`src/rtl/multiplier_arbiter_if.sv`:
```
// ---------------------------------------------------------------------------
// multiplier_arbiter_if
// Requester-side bus of the shared multiplier arbiter.
//   req      : one request bit per requester, held until its done pulse
//   op_a/op_b: packed operands, slice i belongs to requester i
//   gnt      : one-hot grant, high from grant through the done cycle
//   done     : one-cycle completion pulse to the granted requester
//   result   : shared registered product, valid while any done bit is high
//   overflow : registered overflow, valid with done
// Modports: master = requester side, slave = arbiter side.
// ---------------------------------------------------------------------------
interface multiplier_arbiter_if #(
    parameter int WORD_SIZE = 16,
    parameter int NUM_REQ   = 4
);
    logic [NUM_REQ-1:0]           req;
    logic [NUM_REQ*WORD_SIZE-1:0] op_a;
    logic [NUM_REQ*WORD_SIZE-1:0] op_b;
    logic [NUM_REQ-1:0]           gnt;
    logic [NUM_REQ-1:0]           done;
    logic [WORD_SIZE-1:0]         result;
    logic                         overflow;

    modport master (
        output req, op_a, op_b,
        input  gnt, done, result, overflow
    );

    modport slave (
        input  req, op_a, op_b,
        output gnt, done, result, overflow
    );
endinterface

```
`src/rtl/multiplier_arbiter.sv`:
```
// ---------------------------------------------------------------------------
// multiplier_arbiter
// Round-robin arbiter that shares one external multiplier among NUM_REQ
// requesters. A winner's operands are latched at grant, the multiplier is
// started with a one-cycle pulse, and its product is returned to the winner
// with a one-cycle done pulse.
//
// Ports:
//   clk          : clock, rising edge
//   rst          : asynchronous active-low reset
//   req_bus      : requester bus (multiplier_arbiter_if.slave)
//   busy         : high whenever the FSM is not IDLE
//   mul_start    : one-cycle start pulse to the multiplier
//   mul_a/mul_b  : registered operands to the multiplier
//   mul_result   : multiplier product
//   mul_overflow : multiplier overflow flag
//   mul_done     : multiplier completion flag
//   timeout_err  : sticky watchdog error flag
//
// Optional feature macro: MUL_ARB_TIMEOUT_EN
//   defined   : WAIT is bounded by TIMEOUT_CYCLES; on expiry the requester
//               gets result 0 / overflow 1 and timeout_err latches until reset
//   undefined : WAIT waits indefinitely, timeout_err tied low
//
// state | meaning
// ------+---------------------------------------------------------------
// IDLE  | no operation; round-robin search over req each cycle
// START | mul_start high for this single cycle
// WAIT  | waiting for mul_done (a mul_done seen during START is ignored)
// RESP  | done[winner] pulsed, gnt still held; returns to IDLE
// ---------------------------------------------------------------------------
module multiplier_arbiter #(
    parameter int WORD_SIZE      = 16,
    parameter int NUM_REQ        = 4,
    parameter int TIMEOUT_CYCLES = 64
) (
    input  logic                  clk,
    input  logic                  rst,
    multiplier_arbiter_if.slave   req_bus,
    output logic                  busy,
    output logic                  mul_start,
    output logic [WORD_SIZE-1:0]  mul_a,
    output logic [WORD_SIZE-1:0]  mul_b,
    input  logic [WORD_SIZE-1:0]  mul_result,
    input  logic                  mul_overflow,
    input  logic                  mul_done,
    output logic                  timeout_err
);

    localparam int IDX_W = $clog2(NUM_REQ);

    typedef enum logic [1:0] {
        IDLE  = 2'd0,
        START = 2'd1,
        WAIT  = 2'd2,
        RESP  = 2'd3
    } state_t;

    state_t               state_q,     state_d;
    logic [IDX_W-1:0]     last_q,      last_d;
    logic [NUM_REQ-1:0]   gnt_q,       gnt_d;
    logic [NUM_REQ-1:0]   done_q,      done_d;
    logic                 mul_start_q, mul_start_d;
    logic [WORD_SIZE-1:0] mul_a_q,     mul_a_d;
    logic [WORD_SIZE-1:0] mul_b_q,     mul_b_d;
    logic [WORD_SIZE-1:0] result_q,    result_d;
    logic                 overflow_q,  overflow_d;

`ifdef MUL_ARB_TIMEOUT_EN
    logic [15:0]          wd_cnt_q,      wd_cnt_d;
    logic                 timeout_err_q, timeout_err_d;
`endif

    // Round-robin search: first requester at or after last_q+1, wrapping.
    logic             found;
    logic [IDX_W-1:0] win_idx;
    logic [IDX_W-1:0] cand;
    int               pos;

    always_comb begin
        found   = 1'b0;
        win_idx = last_q;
        cand    = '0;
        pos     = 0;
        for (int off = 1; off <= NUM_REQ; off++) begin
            pos = int'(last_q) + off;
            if (pos >= NUM_REQ) begin
                pos = pos - NUM_REQ;
            end
            cand = IDX_W'(pos);
            if (!found && req_bus.req[cand]) begin
                found   = 1'b1;
                win_idx = cand;
            end
        end
    end

    always_comb begin
        state_d     = state_q;
        last_d      = last_q;
        gnt_d       = gnt_q;
        done_d      = '0;
        mul_start_d = 1'b0;
        mul_a_d     = mul_a_q;
        mul_b_d     = mul_b_q;
        result_d    = result_q;
        overflow_d  = overflow_q;
`ifdef MUL_ARB_TIMEOUT_EN
        wd_cnt_d      = wd_cnt_q;
        timeout_err_d = timeout_err_q;
`endif

        case (state_q)
            IDLE: begin
                gnt_d = '0;
                if (found) begin
                    state_d          = START;
                    gnt_d[win_idx]   = 1'b1;
                    last_d           = win_idx;
                    mul_a_d          = req_bus.op_a[win_idx*WORD_SIZE +: WORD_SIZE];
                    mul_b_d          = req_bus.op_b[win_idx*WORD_SIZE +: WORD_SIZE];
                    // registered start: high exactly while in START
                    mul_start_d      = 1'b1;
                end
            end
            START: begin
                state_d = WAIT;
`ifdef MUL_ARB_TIMEOUT_EN
                wd_cnt_d = '0;
`endif
            end
            WAIT: begin
                if (mul_done) begin
                    state_d    = RESP;
                    result_d   = mul_result;
                    overflow_d = mul_overflow;
                    done_d     = gnt_q;
`ifdef MUL_ARB_TIMEOUT_EN
                end else if (wd_cnt_q == 16'(TIMEOUT_CYCLES - 1)) begin
                    // last permitted WAIT cycle elapsed without a product
                    state_d       = RESP;
                    result_d      = '0;
                    overflow_d    = 1'b1;
                    done_d        = gnt_q;
                    timeout_err_d = 1'b1;
                end else begin
                    wd_cnt_d = wd_cnt_q + 16'd1;
`endif
                end
            end
            RESP: begin
                state_d = IDLE;
                gnt_d   = '0;
            end
            default: begin
                state_d = IDLE;
                gnt_d   = '0;
            end
        endcase
    end

    always_ff @(posedge clk or negedge rst) begin
        if (!rst) begin
            state_q     <= IDLE;
            last_q      <= IDX_W'(NUM_REQ - 1);
            gnt_q       <= '0;
            done_q      <= '0;
            mul_start_q <= 1'b0;
            mul_a_q     <= '0;
            mul_b_q     <= '0;
            result_q    <= '0;
            overflow_q  <= 1'b0;
        end else begin
            state_q     <= state_d;
            last_q      <= last_d;
            gnt_q       <= gnt_d;
            done_q      <= done_d;
            mul_start_q <= mul_start_d;
            mul_a_q     <= mul_a_d;
            mul_b_q     <= mul_b_d;
            result_q    <= result_d;
            overflow_q  <= overflow_d;
        end
    end

`ifdef MUL_ARB_TIMEOUT_EN
    always_ff @(posedge clk or negedge rst) begin
        if (!rst) begin
            wd_cnt_q      <= '0;
            timeout_err_q <= 1'b0;
        end else begin
            wd_cnt_q      <= wd_cnt_d;
            timeout_err_q <= timeout_err_d;
        end
    end

    assign timeout_err = timeout_err_q;
`else
    assign timeout_err = 1'b0;
`endif

    assign req_bus.gnt      = gnt_q;
    assign req_bus.done     = done_q;
    assign req_bus.result   = result_q;
    assign req_bus.overflow = overflow_q;
    assign busy             = (state_q != IDLE);
    assign mul_start        = mul_start_q;
    assign mul_a            = mul_a_q;
    assign mul_b            = mul_b_q;

endmodule

```
`src/flat_wrapper.sv`:
```
// flat-port wrapper written by rule: the top's interface ports become plain ports
module multiplier_arbiter_flat 
#(
    parameter int WORD_SIZE      = 16,
    parameter int NUM_REQ        = 4,
    parameter int TIMEOUT_CYCLES = 64
)
  (clk, rst, busy, mul_start, mul_a, mul_b, mul_result, mul_overflow, mul_done, timeout_err, req_bus_req, req_bus_op_a, req_bus_op_b, req_bus_gnt, req_bus_done, req_bus_result, req_bus_overflow);
  multiplier_arbiter_if #(.WORD_SIZE(WORD_SIZE), .NUM_REQ(NUM_REQ)) req_bus_i ();
  input  logic clk;
  input  logic rst;
  output logic busy;
  output logic mul_start;
  output logic [WORD_SIZE-1:0] mul_a;
  output logic [WORD_SIZE-1:0] mul_b;
  input  logic [WORD_SIZE-1:0] mul_result;
  input  logic mul_overflow;
  input  logic mul_done;
  output logic timeout_err;
  input wire logic [$bits(req_bus_i.req)-1:0] req_bus_req;
  input wire logic [$bits(req_bus_i.op_a)-1:0] req_bus_op_a;
  input wire logic [$bits(req_bus_i.op_b)-1:0] req_bus_op_b;
  output wire logic [$bits(req_bus_i.gnt)-1:0] req_bus_gnt;
  output wire logic [$bits(req_bus_i.done)-1:0] req_bus_done;
  output wire logic [$bits(req_bus_i.result)-1:0] req_bus_result;
  output wire logic [$bits(req_bus_i.overflow)-1:0] req_bus_overflow;
  assign req_bus_i.req = req_bus_req;
  assign req_bus_i.op_a = req_bus_op_a;
  assign req_bus_i.op_b = req_bus_op_b;
  assign req_bus_gnt = req_bus_i.gnt;
  assign req_bus_done = req_bus_i.done;
  assign req_bus_result = req_bus_i.result;
  assign req_bus_overflow = req_bus_i.overflow;
  multiplier_arbiter #(.WORD_SIZE(WORD_SIZE), .NUM_REQ(NUM_REQ), .TIMEOUT_CYCLES(TIMEOUT_CYCLES)) u_core (.clk(clk), .rst(rst), .req_bus(req_bus_i), .busy(busy), .mul_start(mul_start), .mul_a(mul_a), .mul_b(mul_b), .mul_result(mul_result), .mul_overflow(mul_overflow), .mul_done(mul_done), .timeout_err(timeout_err));
endmodule
```
`config.mk`:
```
export PLATFORM = sky130hd
export DESIGN_NAME = multiplier_arbiter_flat
export DESIGN_NICKNAME = d
export VERILOG_FILES = /design/src/rtl/multiplier_arbiter_if.sv /design/src/rtl/multiplier_arbiter.sv /design/src/flat_wrapper.sv
export SDC_FILE = /design/constraint.sdc
export NUM_CORES = 1
export LEC_CHECK = 0
export BUFFER_PORTS_ARGS = -buffer_cell sky130_fd_sc_hd__clkbuf_2
export CAP_MARGIN = 10
export CELL_PAD_IN_SITES_DETAIL_PLACEMENT = 2
export CELL_PAD_IN_SITES_GLOBAL_PLACEMENT = 2
export CORE_MARGIN = 10
export CORE_UTILIZATION = 25
export CTS_BUF_LIST = sky130_fd_sc_hd__clkbuf_4 sky130_fd_sc_hd__clkbuf_8 sky130_fd_sc_hd__clkbuf_16
export CTS_CLUSTER_SIZE = 30
export DETAILED_ROUTE_END_ITERATION = 10
export PLACE_DENSITY = 0.92
export SLEW_MARGIN = 25
export SYNTH_ARGS = -nofsm -noshare
export SYNTH_HDL_FRONTEND = slang
export SYNTH_SLANG_ARGS = --single-unit
```
`constraint.sdc`:
```
create_clock -name clk -period 2.3 [get_ports clk]
set_input_delay 0.23 -clock clk [delete_from_list [all_inputs] [get_ports clk]]
set_output_delay 0.23 -clock clk [all_outputs]
set_load 0.02 [all_outputs]
```
==> metrics <==
CP Buf/Inv Count 2; R2R cell count 7; DRT Pass-1 Iters 5; Startpoint Class flop; Static Leak ~2.5 nW; Hold Violations, Final 0; initial antenna violation count 0; Avg Vias per Cell 5.40; post-DP HPWL 13600 um; grt ovf 0; cells along the critical path or2b_4 > a21oi_4 > or3_4 > clkbuf_16 > a2111oi_2 > buf_4 > nor3_1; Area contributors post-synth dfrtp_1, a2111oi_0, nor3_1; maximum vdd ir drop between 600 and 700 uV; WL per Instance between 20 and 25 um; sequential share of the synthesized area 41.2%; Reg power frac between 20% and 30%; first-pass GRT wire length 28600 um; Top Family by Delay on Critical Path simple AND/OR/NAND/NOR gates; Achievable Freq 0.455 GHz; Longest Clk Path Bufs 2; Ant. Diodes 0; core area 0.0146 mm2; CP Data Required Time ~2.5 ns; postcts setup bufs 0; PortBufs 210; EDFF count, synth 0; number of library cell types mapped by synthesis 35; P_sw 3.92 mW; Die W around 140 um; skew final 0.00843 ns; remaining antenna violation count 0; area occupied by multi-input gates between 0.002 and 0.0025 mm2; final WL roughly 19000 um; Avg Cell Area, Syn 9.35 um2; Least-Margin Pin Slew around 0.91 ns; synthesized area about 0.0038 mm2; Synth Instances between 400 and 500; drt drc 0; root buffer cell clkbuf_16; Critical Path Stages 7; top_reg_cell synth dfrtp_1; share of the synthesized area in the top cell type between 30 and 40%; Placement Rows 44; fill count approximately 1.7k; run status finished clean; RR Startpoint u_core.last_q[0]; area leader, netlist dfrtp_1; Num CTS Buffers 9; setup violators final 0; DR vias between 4k and 5k; P_int roughly 4.2 mW; Tmin final approximately 2.2 ns; layout cell share with drive strength beyond 1 between 40% and 50%; Area Overhead vs Synth 47.1%; largest net degree at the start of global routing 66; H-tree levels 3; # Max-Cap Violations 0; arrival time of the worst setup path approximately 2.4 ns; IO Pins ~210; Max-slew headroom about two fifths; synthesis warning total 0; vias in the first global route 5026; Clk pwr share a little under a fifth; fin crit share between 90% and 100%; Worst Path Max Fanout 23; Post-Layout Cell Count ~790; Die Y 143 um; Fin Hold WS around 0.024 ns; placed cells a little under 800; CP peak stage delay just under 0.6 ns; Critical-path top delay cell dfstp_2; Synth Register Bits 62; # clock sinks between 60 and 70; # nets final between 700 and 800; Die Area around 0.02 mm2; clock-pin slew on the worst setup and hold paths approximately 0.060 ns; sw frac 48.2%; CP startpoint u_core.last_q[0]; Worst setup EP type flop; Sequential Area 0.00155 mm2; fin. max-slew vios 0; RSZ-0062 raised after global routing false; Crit Path Class flop to flop; Async S/R FF share, synth 100%; post-synth net total around 560; pwr/cell area about 1500 mW/mm2; Comb pwr share 56.9%; TritonCTS clock tree built; Total Routing Usage GR ~18%; Initial DRC Count 189; Placer Congestion 0.810; Hold Crit Class primary input to asynchronous set/reset pin; clk_lat worst skew roughly 0.33 ns; Initial Util 25.7%
==> cell families after synthesis <==
kind of cell / Yosys count / synth area share [%]
AO/OA/AOI/OAI: 77 / 18.2
adder cells (fa/ha/maj): 4 / 1.33
buffers and inverters: 52 / 7.27
flip-flops: 62 / 41.2
multiplexers: 19 / 5.61
other: 1 / 0.0995
AND/OR/NAND/NOR: 188 / 26.3
==> power by group through the flow <==
stage	sequential, mW	clock, mW	combinational (mW)
2_1_floorplan	2.48	0	2.22
3_3_place_gp	1.94	0	4.14
3_5_place_dp	1.99	0	4.36
4_1_cts	1.98	1.57	4.41
5_1_grt	2.05	1.63	5.05
6_report	1.97	1.52	4.62
==> cells in the mapped netlist, types with 3 or more instances <==
cell type and n:
clkbuf_1 20, and3_1 4, o21ai_0 3, a2111oi_1 24, buf_6 6, nand2b_1 3, mux2_2 17, dfrtp_1 60
nand2_1 38, inv_1 5, ha_1 4, a2111oi_0 39, nor2_1 37, buf_4 4, a22o_1 4, nor4b_1 32
nor3_1 67, buf_2 15
==> path summary, 6_finish.rpt <==
check / to / slack (ns)
hold / removal: u_core.mul_b[2] / 0.02
hold reg to reg: u_core.req_bus.result[12] / 0.51
setup reg to reg: u_core.mul_a[4] / 0.10
min in group clk: u_core.req_bus.result[0] / 0.14
setup / recovery: u_core.mul_a[4] / 0.10
max in group asynchronous: u_core.mul_a[11] / 1.60
==> per-stage QoR <==
| step | util, % | setup TNS (ns) | power [mW] | worst slack [ns] | area, um2 |
|---|---|---|---|---|---|
| after floorplan | - | 0 | 4.71 | 0.327 | 3770 |
| after global placement | 34.5 | -0.133 | 6.08 | -0.0581 | 5050 |
| after detailed placement | 34.5 | -0.622 | 6.35 | -0.123 | 5050 |
| after CTS | 36.9 | -0.442 | 7.96 | -0.0618 | 5400 |
| after global routing | 37.9 | 0 | 8.72 | 0.00989 | 5550 |
| final | 37.9 | 0 | 8.12 | 0.100 | 5550 |
==> flip-flops by register name, indices dropped and copies added (netlist names) <==
name,count
u_core.mul_start,1
u_core.state_q,2
u_core.last_q,2
u_core.req_bus.done,4
u_core.req_bus.gnt,4
u_core.mul_a,16
u_core.req_bus.overflow,1
u_core.req_bus.result,16
u_core.mul_b,16
==> repair_timing <==
action | CTS | global route
cloned | 0 | 1
gates resized for setup | 9 | 35
pin swaps | 0 | 0
setup endpoints to repair | 14 | 32
hold buffers | 0 | 0
==> layout make-up <==
class / count / area share, %
multi-input combinational: 289 / 38.0
inverter: 5 / 0.338
clock buffer: 9 / 4.06
tap: 184 / 4.15
sequential: 62 / 28.0
clock inverter: 7 / 1.87
timing repair buffer: 233 / 23.5
==> layer usage <==
layer,up-vias,wire [um],global-route usage [%]
li1,1945,-,-
met1,2161,7980,20.4
met2,139,9250,31.4
met3,15,1250,5.61
met4,0,204,4.18
met5,-,0,0
==> cells in the final DEF (no fill, tap or decap), types with 2 or more instances in the layout <==
cell and count:
a2111oi_2 19, nand2_1 38, inv_1 5, mux2_2 17
o21ai_0 3, a2111oi_1 28, clkbuf_2 209, nor3_1 67
buf_4 17, nor4b_1 32, bufinv_16 2, a2111oi_0 16
nand2b_1 2, nor2_1 37, dfrtp_1 60, a21oi_4 2
buf_12 5, a22o_1 4, inv_6 4, clkbuf_16 10
mux2i_1 2, dfstp_2 2, ha_1 4, and3_1 4
Power figures use the tool's default switching activity.
